<file path="src/rtl/ram_scan_display_if.sv">
// Signal bundle between the RAM-monitor display block and the board/RAM side.
// The master drives switches, write-port mirror and read data; the slave returns the read address and HEX digits.
interface ram_scan_display_if #(
  parameter int ADDR_WIDTH = 5,
  parameter int DATA_WIDTH = 4
);
  localparam int ADDR_DIGITS = (ADDR_WIDTH + 3) / 4;
  localparam int DATA_DIGITS = (DATA_WIDTH + 3) / 4;

  logic                     scan_en;
  logic [ADDR_WIDTH-1:0]    manual_addr;
  logic [ADDR_WIDTH-1:0]    wr_addr;
  logic [DATA_WIDTH-1:0]    wr_data;
  logic [DATA_WIDTH-1:0]    re_data;
  logic [ADDR_WIDTH-1:0]    re_addr;
  logic [7*ADDR_DIGITS-1:0] re_addrHEX;
  logic [7*ADDR_DIGITS-1:0] wr_addrHEX;
  logic [7*DATA_DIGITS-1:0] wr_dataHEX;
  logic [7*DATA_DIGITS-1:0] re_dataHEX;

  modport master (
    output scan_en, manual_addr, wr_addr, wr_data, re_data,
    input  re_addr, re_addrHEX, wr_addrHEX, wr_dataHEX, re_dataHEX
  );

  modport slave (
    input  scan_en, manual_addr, wr_addr, wr_data, re_data,
    output re_addr, re_addrHEX, wr_addrHEX, wr_dataHEX, re_dataHEX
  );
endinterface

</file>
<file path="src/rtl/ram_scan_display.sv">
// RAM monitor: generates the read address (manual or auto-scan) and drives registered
// 7-segment digits for write address/data and latency-aligned read address/data.
module ram_scan_display #(
  parameter int ADDR_WIDTH   = 5,
  parameter int DATA_WIDTH   = 4,
  parameter int SCAN_DIV     = 50_000_000,
  parameter int READ_LATENCY = 1,
  parameter bit BLANK_LZ     = 1'b0
) (
  input logic               clk,
  input logic               reset,
  ram_scan_display_if.slave bus
);
  localparam int ADDR_DIGITS = (ADDR_WIDTH + 3) / 4;
  localparam int DATA_DIGITS = (DATA_WIDTH + 3) / 4;
  localparam int TICK_W      = $clog2(SCAN_DIV);
  localparam logic [TICK_W-1:0] TICK_LAST = TICK_W'(SCAN_DIV - 1);

  typedef enum logic {MANUAL, SCAN} state_t;

  state_t                state_q, state_d;
  logic [ADDR_WIDTH-1:0] re_addr_q, re_addr_d;
  logic [TICK_W-1:0]     tick_q, tick_d;
  logic [ADDR_WIDTH-1:0] addr_aligned;

  function automatic logic [6:0] seg7(input logic [3:0] nib);
    case (nib)
      4'h0: return 7'b1000000;  4'h1: return 7'b1111001;
      4'h2: return 7'b0100100;  4'h3: return 7'b0110000;
      4'h4: return 7'b0011001;  4'h5: return 7'b0010010;
      4'h6: return 7'b0000010;  4'h7: return 7'b1111000;
      4'h8: return 7'b0000000;  4'h9: return 7'b0010000;
      4'hA: return 7'b0001000;  4'hB: return 7'b0000011;
      4'hC: return 7'b1000110;  4'hD: return 7'b0100001;
      4'hE: return 7'b0000110;  default: return 7'b0001110;
    endcase
  endfunction

  // upper_zero: this nibble and every more significant one are zero.
  function automatic logic [6:0] digit_code(input logic [3:0] nib, input logic upper_zero,
                                            input bit leading);
    if (BLANK_LZ && leading && upper_zero) return 7'b1111111;
    return seg7(nib);
  endfunction

  // NOTE: every path through this block assigns a default first, so no latch can be inferred.
  always_comb begin
    state_d   = state_q;
    re_addr_d = re_addr_q;
    tick_d    = tick_q;
    case (state_q)
      MANUAL: begin
        tick_d = '0;
        if (bus.scan_en) state_d   = SCAN;
        else             re_addr_d = bus.manual_addr;
      end
      SCAN: begin
        // Leaving scan mode takes priority over a terminal tick on the same edge.
        if (!bus.scan_en) begin
          state_d   = MANUAL;
          re_addr_d = bus.manual_addr;
          tick_d    = '0;
        end else if (tick_q == TICK_LAST) begin
          tick_d    = '0;
          re_addr_d = re_addr_q + ADDR_WIDTH'(1);
        end else begin
          tick_d    = tick_q + TICK_W'(1);
        end
      end
      default: state_d = MANUAL;
    endcase
  end

  // NOTE: state is updated with non-blocking assignments so all flops sample pre-edge values.
  always_ff @(posedge clk or posedge reset) begin
    if (reset) begin
      state_q   <= MANUAL;
      re_addr_q <= '0;
      tick_q    <= '0;
    end else begin
      state_q   <= state_d;
      re_addr_q <= re_addr_d;
      tick_q    <= tick_d;
    end
  end

  assign bus.re_addr = re_addr_q;

  if (READ_LATENCY == 0) begin : g_no_pipe
    assign addr_aligned = re_addr_q;
  end else begin : g_pipe
    logic [ADDR_WIDTH-1:0] pipe_q [READ_LATENCY];
    // NOTE: the pipe is a handful of flops rather than a RAM, so it is reset; the first pair shown after reset is then address 0.
    always_ff @(posedge clk or posedge reset) begin
      if (reset) begin
        for (int i = 0; i < READ_LATENCY; i++) pipe_q[i] <= '0;
      end else begin
        pipe_q[0] <= re_addr_q;
        for (int i = 1; i < READ_LATENCY; i++) pipe_q[i] <= pipe_q[i-1];
      end
    end
    assign addr_aligned = pipe_q[READ_LATENCY-1];
  end

  logic [4*ADDR_DIGITS-1:0] re_addr_ext, wr_addr_ext;
  logic [4*DATA_DIGITS-1:0] re_data_ext, wr_data_ext;
  logic [7*ADDR_DIGITS-1:0] re_addr_hex_d, wr_addr_hex_d, addr_hex_rst;
  logic [7*DATA_DIGITS-1:0] re_data_hex_d, wr_data_hex_d, data_hex_rst;
  logic [7*ADDR_DIGITS-1:0] re_addr_hex_q, wr_addr_hex_q;
  logic [7*DATA_DIGITS-1:0] re_data_hex_q, wr_data_hex_q;

  assign re_addr_ext = (4*ADDR_DIGITS)'(addr_aligned);
  assign wr_addr_ext = (4*ADDR_DIGITS)'(bus.wr_addr);
  assign re_data_ext = (4*DATA_DIGITS)'(bus.re_data);
  assign wr_data_ext = (4*DATA_DIGITS)'(bus.wr_data);

  for (genvar k = 0; k < ADDR_DIGITS; k++) begin : g_addr_dig
    assign re_addr_hex_d[7*k +: 7] =
      digit_code(re_addr_ext[4*k +: 4], (re_addr_ext >> (4*k)) == '0, k > 0);
    assign wr_addr_hex_d[7*k +: 7] =
      digit_code(wr_addr_ext[4*k +: 4], (wr_addr_ext >> (4*k)) == '0, k > 0);
    assign addr_hex_rst[7*k +: 7] = digit_code(4'h0, 1'b1, k > 0);
  end

  for (genvar k = 0; k < DATA_DIGITS; k++) begin : g_data_dig
    assign re_data_hex_d[7*k +: 7] =
      digit_code(re_data_ext[4*k +: 4], (re_data_ext >> (4*k)) == '0, k > 0);
    assign wr_data_hex_d[7*k +: 7] =
      digit_code(wr_data_ext[4*k +: 4], (wr_data_ext >> (4*k)) == '0, k > 0);
    assign data_hex_rst[7*k +: 7] = digit_code(4'h0, 1'b1, k > 0);
  end

  // Delayed address and read data are captured on the same edge so they always display as a pair.
  always_ff @(posedge clk or posedge reset) begin
    if (reset) begin
      re_addr_hex_q <= addr_hex_rst;
      wr_addr_hex_q <= addr_hex_rst;
      re_data_hex_q <= data_hex_rst;
      wr_data_hex_q <= data_hex_rst;
    end else begin
      re_addr_hex_q <= re_addr_hex_d;
      wr_addr_hex_q <= wr_addr_hex_d;
      re_data_hex_q <= re_data_hex_d;
      wr_data_hex_q <= wr_data_hex_d;
    end
  end

  assign bus.re_addrHEX = re_addr_hex_q;
  assign bus.wr_addrHEX = wr_addr_hex_q;
  assign bus.re_dataHEX = re_data_hex_q;
  assign bus.wr_dataHEX = wr_data_hex_q;
endmodule
</file>
<file path="src/flat_wrapper.sv">
// flat-port wrapper written by rule: the top's interface ports become plain ports
module ram_scan_display_flat 
#(
  parameter int ADDR_WIDTH   = 5,
  parameter int DATA_WIDTH   = 4,
  parameter int SCAN_DIV     = 50_000_000,
  parameter int READ_LATENCY = 1,
  parameter bit BLANK_LZ     = 1'b0
)
  (clk, reset, bus_scan_en, bus_manual_addr, bus_wr_addr, bus_wr_data, bus_re_data, bus_re_addr, bus_re_addrHEX, bus_wr_addrHEX, bus_wr_dataHEX, bus_re_dataHEX);
  ram_scan_display_if #(.ADDR_WIDTH(ADDR_WIDTH), .DATA_WIDTH(DATA_WIDTH)) bus_i ();
  input logic clk;
  input logic reset;
  input wire logic [$bits(bus_i.scan_en)-1:0] bus_scan_en;
  input wire logic [$bits(bus_i.manual_addr)-1:0] bus_manual_addr;
  input wire logic [$bits(bus_i.wr_addr)-1:0] bus_wr_addr;
  input wire logic [$bits(bus_i.wr_data)-1:0] bus_wr_data;
  input wire logic [$bits(bus_i.re_data)-1:0] bus_re_data;
  output wire logic [$bits(bus_i.re_addr)-1:0] bus_re_addr;
  output wire logic [$bits(bus_i.re_addrHEX)-1:0] bus_re_addrHEX;
  output wire logic [$bits(bus_i.wr_addrHEX)-1:0] bus_wr_addrHEX;
  output wire logic [$bits(bus_i.wr_dataHEX)-1:0] bus_wr_dataHEX;
  output wire logic [$bits(bus_i.re_dataHEX)-1:0] bus_re_dataHEX;
  assign bus_i.scan_en = bus_scan_en;
  assign bus_i.manual_addr = bus_manual_addr;
  assign bus_i.wr_addr = bus_wr_addr;
  assign bus_i.wr_data = bus_wr_data;
  assign bus_i.re_data = bus_re_data;
  assign bus_re_addr = bus_i.re_addr;
  assign bus_re_addrHEX = bus_i.re_addrHEX;
  assign bus_wr_addrHEX = bus_i.wr_addrHEX;
  assign bus_wr_dataHEX = bus_i.wr_dataHEX;
  assign bus_re_dataHEX = bus_i.re_dataHEX;
  ram_scan_display #(.ADDR_WIDTH(ADDR_WIDTH), .DATA_WIDTH(DATA_WIDTH), .SCAN_DIV(SCAN_DIV), .READ_LATENCY(READ_LATENCY), .BLANK_LZ(BLANK_LZ)) u_core (.clk(clk), .reset(reset), .bus(bus_i));
endmodule
</file>
<file path="config.mk">
export PLATFORM = sky130hd
export DESIGN_NAME = ram_scan_display_flat
export DESIGN_NICKNAME = d
export VERILOG_FILES = /design/src/rtl/ram_scan_display_if.sv /design/src/rtl/ram_scan_display.sv /design/src/flat_wrapper.sv
export SDC_FILE = /design/constraint.sdc
export NUM_CORES = 1
export LEC_CHECK = 0
export BUFFER_PORTS_ARGS = -buffer_cell sky130_fd_sc_hd__buf_2
export CORE_MARGIN = 5
export CORE_UTILIZATION = 30
export DETAILED_ROUTE_END_ITERATION = 6
export GPL_TIMING_DRIVEN = 0
export PLACE_DENSITY = 0.49
export SLEW_MARGIN = 5
export SYNTH_ARGS = -nofsm -noshare
export SYNTH_HDL_FRONTEND = slang
export SYNTH_SLANG_ARGS = --single-unit
export TNS_END_PERCENT = 10
</file>
<file path="constraint.sdc">
create_clock -name clk -period 5.26 [get_ports clk]
set_clock_uncertainty 0.2 [all_clocks]
set_input_delay 0.526 -clock clk [delete_from_list [all_inputs] [get_ports clk]]
set_output_delay 0.526 -clock clk [all_outputs]
set_load 0.005 [all_outputs]
</file>
# ---- Word level (Yosys, flattened, before mapping)
# Memory sizes are Yosys's and may differ from the RTL's. A register that Yosys moved wholly into a read port is not among the register bits.
# Index checks and enable logic that the tools add are counted.
dict set report word_totals {
  register_bits 37
  output_inout_bits 47
  mem_bits_ro 672
  elab_cells 25
  n_memories 6
}
dict set report op_classes {
  n_reduce_logical 1
  mux 8
  bitwise_logic 1
  add_sub_neg 2
  n_eq_ne 3
}
# name depth word_bits rd rd_clocked_by_memory_dff write_ports line
set memory_table {}
lappend memory_table {{(no name shown)} 16 7 1 1 0 ram_scan_display.sv:27} ;# case (nib)
lappend memory_table {{(no name shown)} 16 7 1 1 0 ram_scan_display.sv:27}
lappend memory_table {{(no name shown)} 16 7 1 1 0 ram_scan_display.sv:27}
lappend memory_table {{(no name shown)} 16 7 1 1 0 ram_scan_display.sv:27}
lappend memory_table {{(no name shown)} 16 7 1 1 0 ram_scan_display.sv:27}
lappend memory_table {{(no name shown)} 16 7 1 1 0 ram_scan_display.sv:27}
# operator n
set op_table {}
lappend op_table {{$mux 26} 2}
lappend op_table {{$pmux 26 s2} 1}
lappend op_table {{$add 26x1->26 const B} 1}
lappend op_table {{$eq 26x26->1 const B} 1}
lappend op_table {{$mux 5} 3}
lappend op_table {{$pmux 5 s2} 1}
lappend op_table {{$add 5x1->5 const B} 1}
lappend op_table {{$ne 3x3->1 const B} 1}
lappend op_table {{$ne 2x2->1 const B} 1}
lappend op_table {{$reduce_and 2->1} 1}
lappend op_table {{$mux 1} 1}
lappend op_table {{$not 1->1} 1}

# ---- Logic depth before layout (Yosys ltp)
# Gate-level depths: netlist (run 1).
dict set report logic_depth {
  word_depth 4
  depth_mapped 7
  depth_no_buf 6
}

# ---- Worst setup path before layout (run 1)
# Ideal clock, no wire load.
dict set report synth_path {
  path_kind {flip-flop to flip-flop}
  startpoint {register u_core.tick_q[16]}
  endpoint {register u_core.re_addr_q[2] (netlist: u_core.bus.re_addr[2])}
  path_buffers 1
  synth_period_minus_slack_ns 2.482
  stages_incl_launch_ff 6
  setup_ns 0.082
  setup_slack_ns 2.778
  t_arrival_ns 2.200
  path_cell_list {dfrtp_1 > or4_1 > or4_4 > buf_6 > or4_1 > a31oi_1}
}
dict set report synth_between {
  elab_chain_len 3
}
# element line
set synth_lines {}
lappend synth_lines {{start: declaration} ram_scan_display.sv:23} ;# logic [TICK_W-1:0] tick_q, tick_d;
lappend synth_lines {{start signal: assignment} ram_scan_display.sv:83} ;# tick_q <= tick_d;
lappend synth_lines {{$eq 26x26->1} ram_scan_display.sv:63} ;# end else if (tick_q == TICK_LAST) begin
lappend synth_lines {{$ne 3x3->1 (no source line)} n/a}
lappend synth_lines {{$reduce_and 2->1 (no source line)} n/a}
lappend synth_lines {{end signal: assignment} ram_scan_display.sv:82} ;# re_addr_q <= re_addr_d;
lappend synth_lines {{end: declaration} ram_scan_display.sv:22} ;# logic [ADDR_WIDTH-1:0] re_addr_q, re_addr_d;
# Every way passes these cells.
# A chain may end at the register's enable or synchronous reset.

# ---- Worst setup path in the final report (run 1)
dict set report layout_path {
  startpoint {register u_core.tick_q[16]}
  endpoint {register u_core.tick_q[3]}
}
dict set report layout_between {
  elab_chain_len 4
}
# element line
set layout_lines {}
lappend layout_lines {{$eq 26x26->1} ram_scan_display.sv:63}
lappend layout_lines {{$mux 26} ram_scan_display.sv:63}
lappend layout_lines {{$mux 26} ram_scan_display.sv:59} ;# if (!bus.scan_en) begin
lappend layout_lines {{$pmux 26 s2} ram_scan_display.sv:51} ;# case (state_q)
lappend layout_lines {{net u_core.tick_d[3]} ram_scan_display.sv:23}
# The timed path passes the listed nets, and every way through them passes these cells.

==> summary.txt, run 1 <==
Clock network
  – TritonCTS clock tree: done
  – Hold_buf cts: 1
  – Postcts setup bufs: 0
  – CTS H-tree depth: 3
  – TritonCTS buffer count: 9
  – Clock buffer depth: 2
  – Post-CTS sizing: 0
  – Worst-path clk slew: about 0.06 ns
  – # clock sinks: 67
  – Clock latency on the worst-skew pair: 0.33 ns
  – CTS root buf: clkbuf_16

Worst setup path
  – R2r endpoint: u_core.tick_q[3]$_DFF_PP0_
  – CP max-delay cell: or4_1
  – Reg2reg start: u_core.tick_q[16]$_DFF_PP0_
  – R2r setup slk: approximately 2.6 ns
  – Largest fanout on the critical path: 10
  – CP arrival: ~2.7 ns
  – Cell breakdown of the critical path: or4_1, or4_4, buf_6, o21bai_2, buf_2, nor2_1
  – CP required: around 5.3 ns
  – Setup CP Type: reg -> reg
  – Worst setup SP type: register
  – Max incr delay on CP: just under 0.6 ns
  – Buf/Inv on CP: 2
  – Crit. End Element: register
  – Worst R2R Path Depth: 6
  – CP top delay family: simple AND/OR/NAND/NOR gates

Power
  – Max VDD drop: around 160 µV
  – PnR Total Power: between 1 and 1.5 mW
  – Comb power frac: 10.9%
  – Pwr dens: about 320 nW/µm²
  – Total internal power: between 1 and 1.5 mW
  – Switching Share: between 20% and 30%
  – Seq pwr share: between 30% and 40%
  – Clk pwr share: a little under 50%
  – Psw: approximately 340 µW
  – Leakage: between 2 and 2.5 nW

Worst hold path
  – Hold path cells: 1
  – Hold Crit Class: in -> reg
  – Hold wc startpoint: bus_wr_addr[4]
  – Hold Path End: u_core.bus.wr_addrHEX[11]$_DFF_PP0_

Logic synthesis
  – Post-synth top area cell: dfrtp_1
  – Fraction of registers with async set/reset: 100%
  – XOR/XNOR Fraction of Synth Area: under 10%
  – Number of synthesized flops with an enable pin: 0
  – Post-synth top area share: around 44%
  – Largest family of logic cells by synthesized area: simple AND/OR/NAND/NOR gates
  – Post-synthesis mux area share: between 5 and 6%
  – Syn Area/Cell: 10.2 µm²
  – Post-synthesis compound-gate area fraction: 11.6%
  – Yosys warning total: 0
  – Synth Flop Type: dfrtp_1
  – Area of the mapped netlist: roughly 3600 µm²
  – Post-Synthesis Cells: between 300 and 400
  – Ranking of synthesized cells by area: dfrtp_1, ha_1, nor2_1, mux2i_1, dfstp_2
  – Post-synthesis adder-cell area fraction: 9.00%
  – Simple-gate area share of the yosys netlist: approximately 18%
  – Synthesis-stage register bit count: 67
  – Register area share after synthesis: a little under half
  – Synth cell types: between 40 and 50

Layout
  – P&R area growth vs syn: 24.7%
  – Design Area, Final: ~4500 µm²
  – Layout cells sized above 1: approximately 25%
  – Final Net Count: about 480
  – Antenna diode count: 0
  – Fin cells: approximately 590

Global route
  – Pin count of the biggest net entering global routing: 53
  – Grt total ovfl: 0
  – Initial antenna violation count: 0
  – Total Routing Usage GR: between 10 and 15%
  – Vias in the first global route: ~2700
  – First-pass GRT wire length: around 13000 µm

Drt
  – # DRC: 0
  – WL final: just under 8000 µm
  – Antenna Nets Post-Route: 0
  – Drt pass-1 iters: 4
  – Via Count: 2856
  – Vias/cell: roughly 4.9
  – DRT iter0 DRCs: 151
  – DR WL/cell: roughly 13 µm

Floorplanning
  – # IOs: 68
  – Area of the core: 11900 µm²
  – Rows: 40
  – Die Ht: about 120 µm
  – Die Width: 120 µm
  – Die Area: about 14000 µm²
  – Starting density of the core: 30.3%

Timing
  – F_max: 0.374 GHz
  – Worst slew pin tran: 0.541 ns
  – Fin crit period: 2.67 ns
  – Endpoints failing setup: 0
  – Relative slew margins: a little under two thirds
  – Hold Vio Cnt, Final: 0
  – Max Slew Vio Count: 0
  – Fin crit share: about 51%
  – Unrepaired setup endpoints after global routing: no
  – Sum of negative setup slack: 0 ns

Job
  – Max Cap Viol: 0

Outcome
  – Outcome: complete, no violations

Placement
  – Post-DP HPWL: 5570 µm
  – Placed Cells: about 570
  – DP Area: 4150 µm²
  – PortBufs: 61
  – Routability cong.: just over 0.8
==> layout by cell type, fill, tap and decap left out, drive strengths merged, types with 3 or more instances in the layout <==
cell type and count:
buf 80, dfrtp 63, nor2 37, ha 26, o21ai 21, a21oi 19, clkbuf 19, nand2 17
inv 17, nand3 15, mux2i 12, nand4 11, xor2 10, or3 9, or4 7, o31ai 6
conb 6, nor2b 5, a31oi 5, a22o 4, and4 4, dfstp 4, or4b 4, nand2b 3
mux4 3, and3 3, o22ai 3, o41ai 3, bufinv 3
==> metal layers <==
| metal | global-route usage, % | wire length (µm) | part of all wire (%) |
|---|---|---|---|
| met1 | 14.4 | 3570 | 46 |
| met2 | 18.1 | 3690 | 47 |
| met3 | 3.25 | 381 | 4.9 |
| met4 | 4.37 | 129 | 1.7 |
| met5 | 0 | 0 | 0 |
==> through the flow <==
| step | util [%] | hold slack, ns | setup WS, ns |
|---|---|---|---|
| floorplan | - | 0.131 | 2.78 |
| global placement | 34.6 | 0.134 | 1.86 |
| detailed placement | 34.8 | 0.136 | 2.57 |
| CTS | 37.8 | 0.0909 | 2.57 |
| global route | 37.8 | 0.0923 | 2.48 |
| finish | 37.8 | 0.101 | 2.59 |
==> synthesized netlist by cell type, types with 3 or more instances <==
master     n
nand3_1   15
a21oi_1   19
buf_1      3
o21ai_0   21
buf_4     12
a31oi_1    5
nor2_1    37
ha_1      26
or3_1      9
nor2b_1    5
and4_1     4
o22ai_1    3
or4b_1     3
and3_1     3
or4_1      6
nand2_1   17
dfstp_2    4
xor2_1    10
nand2b_1   3
nand4_1   11
clkbuf_1  10
o31ai_1    6
mux4_2     3
a22o_1     4
o41ai_1    3
dfrtp_1   63
mux2i_1   12
inv_1     15
==> worst reg2reg max path: cells and delay by family, from the launching register on <==
kind,cells,cell delay [ns]
simple gates,3,1.23
compound gates,1,0.23
flops,1,0.43
buf+inv,2,0.46
==> power groups by stage <==
| stage | registers [mW] | logic (mW) | clock network, mW |
|---|---|---|---|
| 2_1_floorplan | 0.576 | 0.0890 | 0 |
| 5_1_grt | 0.568 | 0.177 | 0.753 |
| 3_3_place_gp | 0.574 | 0.155 | 0 |
| 3_5_place_dp | 0.574 | 0.159 | 0 |
| 6_report | 0.564 | 0.156 | 0.707 |
| 4_1_cts | 0.565 | 0.160 | 0.726 |
==> cell families after synthesis <==
| family | count (synthesis) |
|---|---|
| compound gates | 68 |
| xor+xnor | 12 |
| fa+ha+maj | 26 |
| buf+inv | 43 |
| flops | 67 |
| mux | 17 |
| other cells | 2 |
| simple gates | 121 |
==> registers in the layout (all words and copies together), names as in the netlist <==
| signal | count |
|---|---|
| u_core.addr_aligned | 5 |
| u_core.bus.re_addr | 5 |
| u_core.bus.re_addrHEX | 8 |
| u_core.bus.re_dataHEX | 7 |
| u_core.bus.wr_addrHEX | 8 |
| u_core.bus.wr_dataHEX | 7 |
| u_core.state_q | 1 |
| u_core.tick_q | 26 |
==> layout make-up <==
class	count	area, µm²
Buffer	28	160
Clock buffer	9	225
Clock inverter	7	121
Fill cell	1154	7410
Inverter	15	58.8
Multi-Input combinational cell	250	1730
Sequential cell	67	1680
Tap cell	147	184
Timing Repair Buffer	63	343
==> how the worst max path moves through the flow <==
stage	from	endpoint	slack, ns	cells past startpoint
final	u_core.tick_q[16]$_DFF_PP0_	u_core.tick_q[3]$_DFF_PP0_	2.59	6
after global routing	u_core.tick_q[16]$_DFF_PP0_	u_core.tick_q[4]$_DFF_PP0_	2.48	6
after CTS	u_core.tick_q[16]$_DFF_PP0_	u_core.tick_q[3]$_DFF_PP0_	2.57	6
after detailed placement	u_core.tick_q[16]$_DFF_PP0_	u_core.tick_q[4]$_DFF_PP0_	2.57	6
after global placement	reset	u_core.bus.re_addrHEX[5]$_DFF_PP0_	1.86	2
after floorplan	u_core.tick_q[16]$_DFF_PP0_	u_core.bus.re_addr[2]$_DFFE_PP0P_	2.78	5
No activity file was read; power rests on OpenSTA's default activity.
==> run 2: changes to the inputs <==
--- a/config.mk
+++ b/config.mk
@@ -5,6 +5,7 @@
 export SDC_FILE = /design/constraint.sdc
 export NUM_CORES = 1
 export LEC_CHECK = 0
+export ABC_AREA = 1
 export BUFFER_PORTS_ARGS = -buffer_cell sky130_fd_sc_hd__buf_2
 export CORE_MARGIN = 5
 export CORE_UTILIZATION = 30
==> constraint.sdc (replaced) <==
create_clock -name clk -period 2.6 [get_ports clk]
set_clock_uncertainty 0.2 [all_clocks]
set_input_delay 0.26 -clock clk [delete_from_list [all_inputs] [get_ports clk]]
set_output_delay 0.26 -clock clk [all_outputs]
set_load 0.005 [all_outputs]
==> summary.txt, run 2 <==
Outcome
  – Outcome: complete, no violations

Global route
  – Vias in the first global route: roughly 3200
  – Grt total ovfl: 0
  – Total Routing Usage GR: between 10 and 15%
  – GRT Max-Usage Layer: met2
  – Routing usage on met1: 15.8%
  – First-pass GRT wire length: between 10000 and 15000 µm
  – Met2 Resource Use GR: between 10% and 20%
  – Initial antenna violation count: 0
  – GR Util met3: under 10%
  – Pin count of the biggest net entering global routing: 68

Logic synthesis
  – Yosys warning total: 0
  – Post-synth top area cell: dfrtp_1
  – Post-synth top cells: nand2_1, nor2_1, dfrtp_1
  – Synthesis-stage register bit count: between 60 and 70
  – Fraction of registers with async set/reset: 100%
  – Cell with the most instances after synthesis: nand2_1
  – Number of synthesized flops with an enable pin: 0
  – Synth cell types: 32
  – Synth Flop Type: dfrtp_1
  – Post-synth top area share: 40.9%
  – Ranking of synthesized cells by area: dfrtp_1, nand2_1, ha_1, nor2_1, inv_1
  – Syn Area/Cell: slightly below 8 µm²
  – Area of the mapped netlist: 3850 µm²
  – Register area share after synthesis: 43.6%
  – Post-Synthesis Cells: 491

Worst setup path
  – Crit. End Element: register
  – Largest fanout on the critical path: 10
  – CP required: 2.62 ns
  – CP arrival: around 2.0 ns
  – R2r setup slk: between 0.5 and 0.6 ns
  – Worst setup SP type: register
  – Reg2reg start: u_core.tick_q[0]$_DFF_PP0_
  – Setup CP Type: reg -> reg
  – Worst R2R Path Depth: 9
  – R2r endpoint: u_core.tick_q[16]$_DFF_PP0_

Placement
  – Routability cong.: 0.872
  – DP Area: 4380 µm²
  – Dpl ws: about 0.59 ns
  – Post-DP HPWL: roughly 6200 µm
  – PortBufs: 59

Clock network
  – CTS H-tree depth: 3
  – Postcts setup bufs: 0
  – Worst-path clk slew: 0.06 ns
  – # clock sinks: between 60 and 70
  – TritonCTS clock tree: done
  – TritonCTS buffer count: 9
  – CTS root buf: clkbuf_16
  – Clock latency on the worst-skew pair: 0.34 ns
  – Clock buffer depth: 2

Drt
  – DRT iter0 DRCs: approximately 220
  – # DRC: 0
  – Vias/cell: roughly 4.4
  – Via Count: roughly 3300
  – WL final: ~8500 µm
  – Drt pass-1 iters: 4
  – DR WL/cell: around 11 µm
  – Antenna Nets Post-Route: 0

Floorplanning
  – Die Width: around 120 µm
  – Starting density of the core: a little under a third
  – Rows: between 40 and 50
  – Die Ht: about 120 µm
  – Area of the core: between 10000 and 15000 µm²
  – Die Area: 15200 µm²
  – # IOs: approximately 70

Power
  – Pwr dens: around 610 nW/µm²
  – Max VDD drop: about 320 µV
  – Leakage: 2.30 nW

Timing
  – F_max: 0.498 GHz
  – Relative slew margins: between 40% and 50%
  – Setup ws final: between 0.5 and 0.6 ns
  – Fin crit share: between 70% and 80%
  – Worst slew pin tran: 0.835 ns
  – Unrepaired setup endpoints after global routing: no
  – Endpoints failing setup: 0
  – Hold Vio Cnt, Final: 0
  – Fin crit period: 2.01 ns
  – Sum of negative setup slack: 0 ns
  – Max Slew Vio Count: 0

Layout
  – Layout cells sized above 1: 19.3%
  – Most common cell after layout, fill and taps aside: nand2_1
  – P&R area growth vs syn: 23.9%
  – Max reg flops: 26
  – Final Net Count: roughly 600
  – Most frequent cells in the layout: nand2_1, nor2_1, dfrtp_1, buf_2, inv_1
  – Biggest register: u_core.tick_q
  – Design Area, Final: roughly 4800 µm²
  – Antenna diode count: 0

Worst hold path
  – Hold Path End: u_core.bus.wr_addrHEX[6]$_DFF_PP1_
  – Hold path cells: 3
  – Hold wc startpoint: bus_wr_addr[2]
  – Hold Crit Class: in -> reg

Job
  – Max Cap Viol: 0
-- run 2: timing repair --
| action | CTS | global route |
|---|---|---|
| gates resized for setup | 0 | 0 |
| hold buffers | 5 | 0 |
| endpoints found under the hold margin | 67 | 0 |
-- run 2: routing by layer --
| metal | vias to the layer above | part of all wire [%] |
|---|---|---|
| met2 | 70 | 45 |
| met5 | - | 0 |
| met4 | 0 | 2.5 |
| met3 | 16 | 4.4 |
| li1 | 1696 | - |
| met1 | 1498 | 48 |
-- run 2: worst max-delay path by stage --
stage	end	slack [ns]	cells after the start	from
finish	u_core.tick_q[16]$_DFF_PP0_	0.59	9	u_core.tick_q[0]$_DFF_PP0_
global route	u_core.tick_q[0]$_DFF_PP0_	0.41	9	u_core.tick_q[0]$_DFF_PP0_
CTS	u_core.tick_q[15]$_DFF_PP0_	0.57	9	u_core.tick_q[0]$_DFF_PP0_
detailed placement	u_core.tick_q[19]$_DFF_PP0_	0.59	9	u_core.tick_q[0]$_DFF_PP0_
global placement	u_core.bus.re_addrHEX[1]$_DFF_PP0_	-0.40	2	reset
floorplan	u_core.addr_aligned[0]$_DFF_PP0_	0.46	1	reset
-- run 2: cell families (layout without fill, tap and decap cells) --
kind of cell               Yosys count  count (layout)  synth area share, %
and+or+nand+nor                    266             266                 29.7
AOI/OAI and AO/OA                   49              49                 7.08
DFF                                 67              67                 43.6
xor gates and xnor gates            13              13                 2.95
buffers and inverters               68             148                 8.05
adders and majority gates           26              26                 8.44
other                                2               6                0.195
-- run 2: final cells by class --
cell class	instances	area, µm²
Buffer	18	123
Clock buffer	10	229
Clock inverter	6	114
Fill cell	1336	7840
Inverter	50	190
Multi-Input combinational cell	360	1880
Sequential cell	67	1680
Tap cell	172	215
Timing Repair Buffer	64	345
-- run 2: report_power, final --
group          leakage (nW)  internal, mW  switching (mW)
sequential            0.866          1.12          0.0370
combinational          1.28         0.146           0.192
clock                 0.159         0.938           0.468
total                  2.30          2.20           0.696
-- run 2: per-stage QoR --
| step | std cells | hold WS, ns | utilization, % | power [mW] |
|---|---|---|---|---|
| after global placement | 726 | 0.141 | 34.7 | 1.51 |
| final | 747 | 0.0234 | 37.8 | 2.90 |
| after detailed placement | 726 | 0.142 | 34.7 | 1.51 |
| after global routing | 747 | 0.0350 | 37.8 | 3.06 |
| after CTS | 747 | 0.000230 | 37.8 | 2.96 |
| after floorplan | 495 | 0.0914 | - | 1.37 |
-- run 2: critical path, stage by stage (launching register included) --
cell     delay [ns]
dfrtp_1        0.44
ha_1           0.22
nand3_1        0.21
inv_1          0.18
nand2_1        0.08
nor2_1         0.10
nand2_1        0.11
nand2_4        0.15
buf_6          0.16
nor2_1         0.05
==> run 3: changes to the inputs <==
==> constraint.sdc (replaced) <==
create_clock -name clk -period 2 [get_ports clk]
set_clock_uncertainty 0.2 [all_clocks]
set_input_delay 0.2 -clock clk [delete_from_list [all_inputs] [get_ports clk]]
set_output_delay 0.2 -clock clk [all_outputs]
set_load 0.005 [all_outputs]
==> summary.txt, run 3 (synthesized netlist as in run 2, its figures left out) <==
Worst setup path
  – Worst setup SP type: input port
  – R2r setup slk: approximately 0.15 ns
  – Largest fanout on the critical path: 5
  – Setup CP Type: in -> reg
  – Reg2reg start: u_core.tick_q[0]$_DFF_PP0_
  – CP required: roughly 2.1 ns
  – Worst R2R Path Depth: 9
  – CP arrival: ~2.0 ns
  – R2r endpoint: u_core.tick_q[15]$_DFF_PP0_
  – Crit. End Element: register

Floorplanning
  – Die Ht: around 120 µm
  – Die Area: 15200 µm²
  – # IOs: 68
  – Area of the core: approximately 13000 µm²
  – Rows: 41
  – Starting density of the core: approximately 30%
  – Die Width: 123 µm

Clock network
  – Clock latency on the worst-skew pair: approximately 0.33 ns
  – TritonCTS buffer count: 9
  – CTS H-tree depth: 3
  – CTS root buf: clkbuf_16
  – Postcts setup bufs: 0
  – # clock sinks: 67
  – Worst-path clk slew: around 0.05 ns
  – TritonCTS clock tree: done
  – Clock buffer depth: 2

Drt
  – WL final: 8520 µm
  – DRT iter0 DRCs: approximately 120
  – Drt pass-1 iters: 4
  – # DRC: 0
  – Vias/cell: approximately 4.3
  – Via Count: ~3300
  – Antenna Nets Post-Route: 0
  – DR WL/cell: between 10 and 15 µm

Global route
  – Pin count of the biggest net entering global routing: 40
  – Initial antenna violation count: 0
  – Grt total ovfl: 0
  – Vias in the first global route: approximately 3200
  – Total Routing Usage GR: about an eighth
  – First-pass GRT wire length: around 15000 µm

Layout
  – Fin cells: between 700 and 800
  – Layout cells sized above 1: between 10% and 20%
  – Final core utilization: 38.4%
  – Biggest register: u_core.tick_q
  – Fill count: about 1300
  – Final Net Count: between 600 and 700
  – Max reg flops: 26
  – Antenna diode count: 0
  – P&R area growth vs syn: 25.6%
  – Most frequent cells in the layout: nand2_1, nor2_1, dfrtp_1, buf_2, inv_1
  – Design Area, Final: slightly below 5000 µm²
  – Most common cell after layout, fill and taps aside: nand2_1

Timing
  – Unrepaired setup endpoints after global routing: no
  – Setup ws final: 0.0845 ns
  – Relative slew margins: 56.4%
  – F_max: 0.522 GHz
  – Max Slew Vio Count: 0
  – Hold Vio Cnt, Final: 0
  – Fin crit period: ~1.9 ns
  – Fin crit share: a little over nine tenths
  – Endpoints failing setup: 0
  – Worst slew pin tran: 0.652 ns

Power
  – Switching Share: 25.2%
  – Clk pwr share: 42.7%
  – Total internal power: between 2 and 3 mW
  – Pwr dens: 709 nW/µm²
  – Comb power frac: a little over an eighth
  – Seq pwr share: between 40% and 50%
  – Max VDD drop: between 300 and 400 µV
  – Leakage: 2.32 nW
  – Psw: about 870 µW

Job
  – Max Cap Viol: 0

Worst hold path
  – Hold wc startpoint: bus_re_data[3]
  – Hold Path End: u_core.bus.re_dataHEX[6]$_DFF_PP1_
  – Hold path cells: 3
  – Hold Crit Class: in -> reg

Placement
  – Routability cong.: 0.842
  – Dpl ws: -0.00588 ns
  – PortBufs: 59
  – DP Area: around 4400 µm²
  – Placed Cells: a little over 700
  – Post-DP HPWL: roughly 6400 µm

Outcome
  – Outcome: complete, no violations
run 3: cell count changes in the layout (fill, tap and decap cells not counted), sizes merged:
cell and delta:
dlygate4sd3 +10, bufinv -3, clkbuf +2, buf +1, clkinv +1, clkinvlp +1
inv -1
run 3: critical path, stage by stage:
cell and delay (ns):
dlygate4sd3_1 0.53, buf_2 0.15, ha_1 0.19, nand2_1 0.08
nand2_1 0.07, a21oi_1 0.13, a21oi_1 0.05, dlygate4sd3_1 0.55
run 3: per-layer routing:
layer,track usage (%),wire length [µm],up-vias
met1,15.3,3960,1503
met5,0,0,-
met4,4.78,141,0
met2,19.8,4070,53
met3,2.74,348,11
li1,-,-,1709
run 3: how the worst max path moves through the flow:
stage | startpoint | endpoint | slack, ns
2_1_floorplan | u_core.tick_q[0]$_DFF_PP0_ | u_core.tick_q[12]$_DFF_PP0_ | 0.32
3_3_place_gp | u_core.tick_q[0]$_DFF_PP0_ | u_core.tick_q[16]$_DFF_PP0_ | -0.004
3_5_place_dp | u_core.tick_q[0]$_DFF_PP0_ | u_core.tick_q[8]$_DFF_PP0_ | -0.006
4_1_cts | u_core.tick_q[0]$_DFF_PP0_ | u_core.tick_q[15]$_DFF_PP0_ | 0.03
6_report | bus_wr_addr[1] | u_core.bus.wr_addrHEX[6]$_DFF_PP1_ | 0.08
5_1_grt | bus_wr_data[3] | u_core.bus.wr_dataHEX[6]$_DFF_PP1_ | 0.01
run 3: layout make-up:
cell class	instances	area (µm²)	share of cell area, %
multi-input combinational	360	1880	38.9
sequential	67	1680	34.8
timing repair buffer	75	465	9.61
clock buffer	12	256	5.30
tap	172	215	4.44
inverter	50	191	3.95
buffer	18	123	2.53
clock inverter	4	25.0	0.517
run 3: per-stage QoR:
step | setup TNS [ns] | total power, mW | hold WS (ns)
after floorplan | 0 | 1.78 | 0.0314
after global placement | -0.00443 | 1.97 | 0.109
after detailed placement | -0.0180 | 1.97 | 0.110
after CTS | 0 | 3.50 | 0.00723
after global routing | 0 | 3.65 | 0.0267
final | 0 | 3.43 | 0.0117
run 3: power by group through the flow:
stage	combinational (mW)	sequential, mW	clock (mW)
final	0.463	1.51	1.47
after global routing	0.536	1.52	1.59
after CTS	0.472	1.51	1.52
after detailed placement	0.445	1.53	0
after global placement	0.439	1.53	0
after floorplan	0.252	1.53	0
run 3: timing repair:
action	in CTS	in global routing
gates resized for setup	1	3
hold buffers	15	0
endpoints found under the setup margin	10	19
endpoints found under the hold margin	35	0
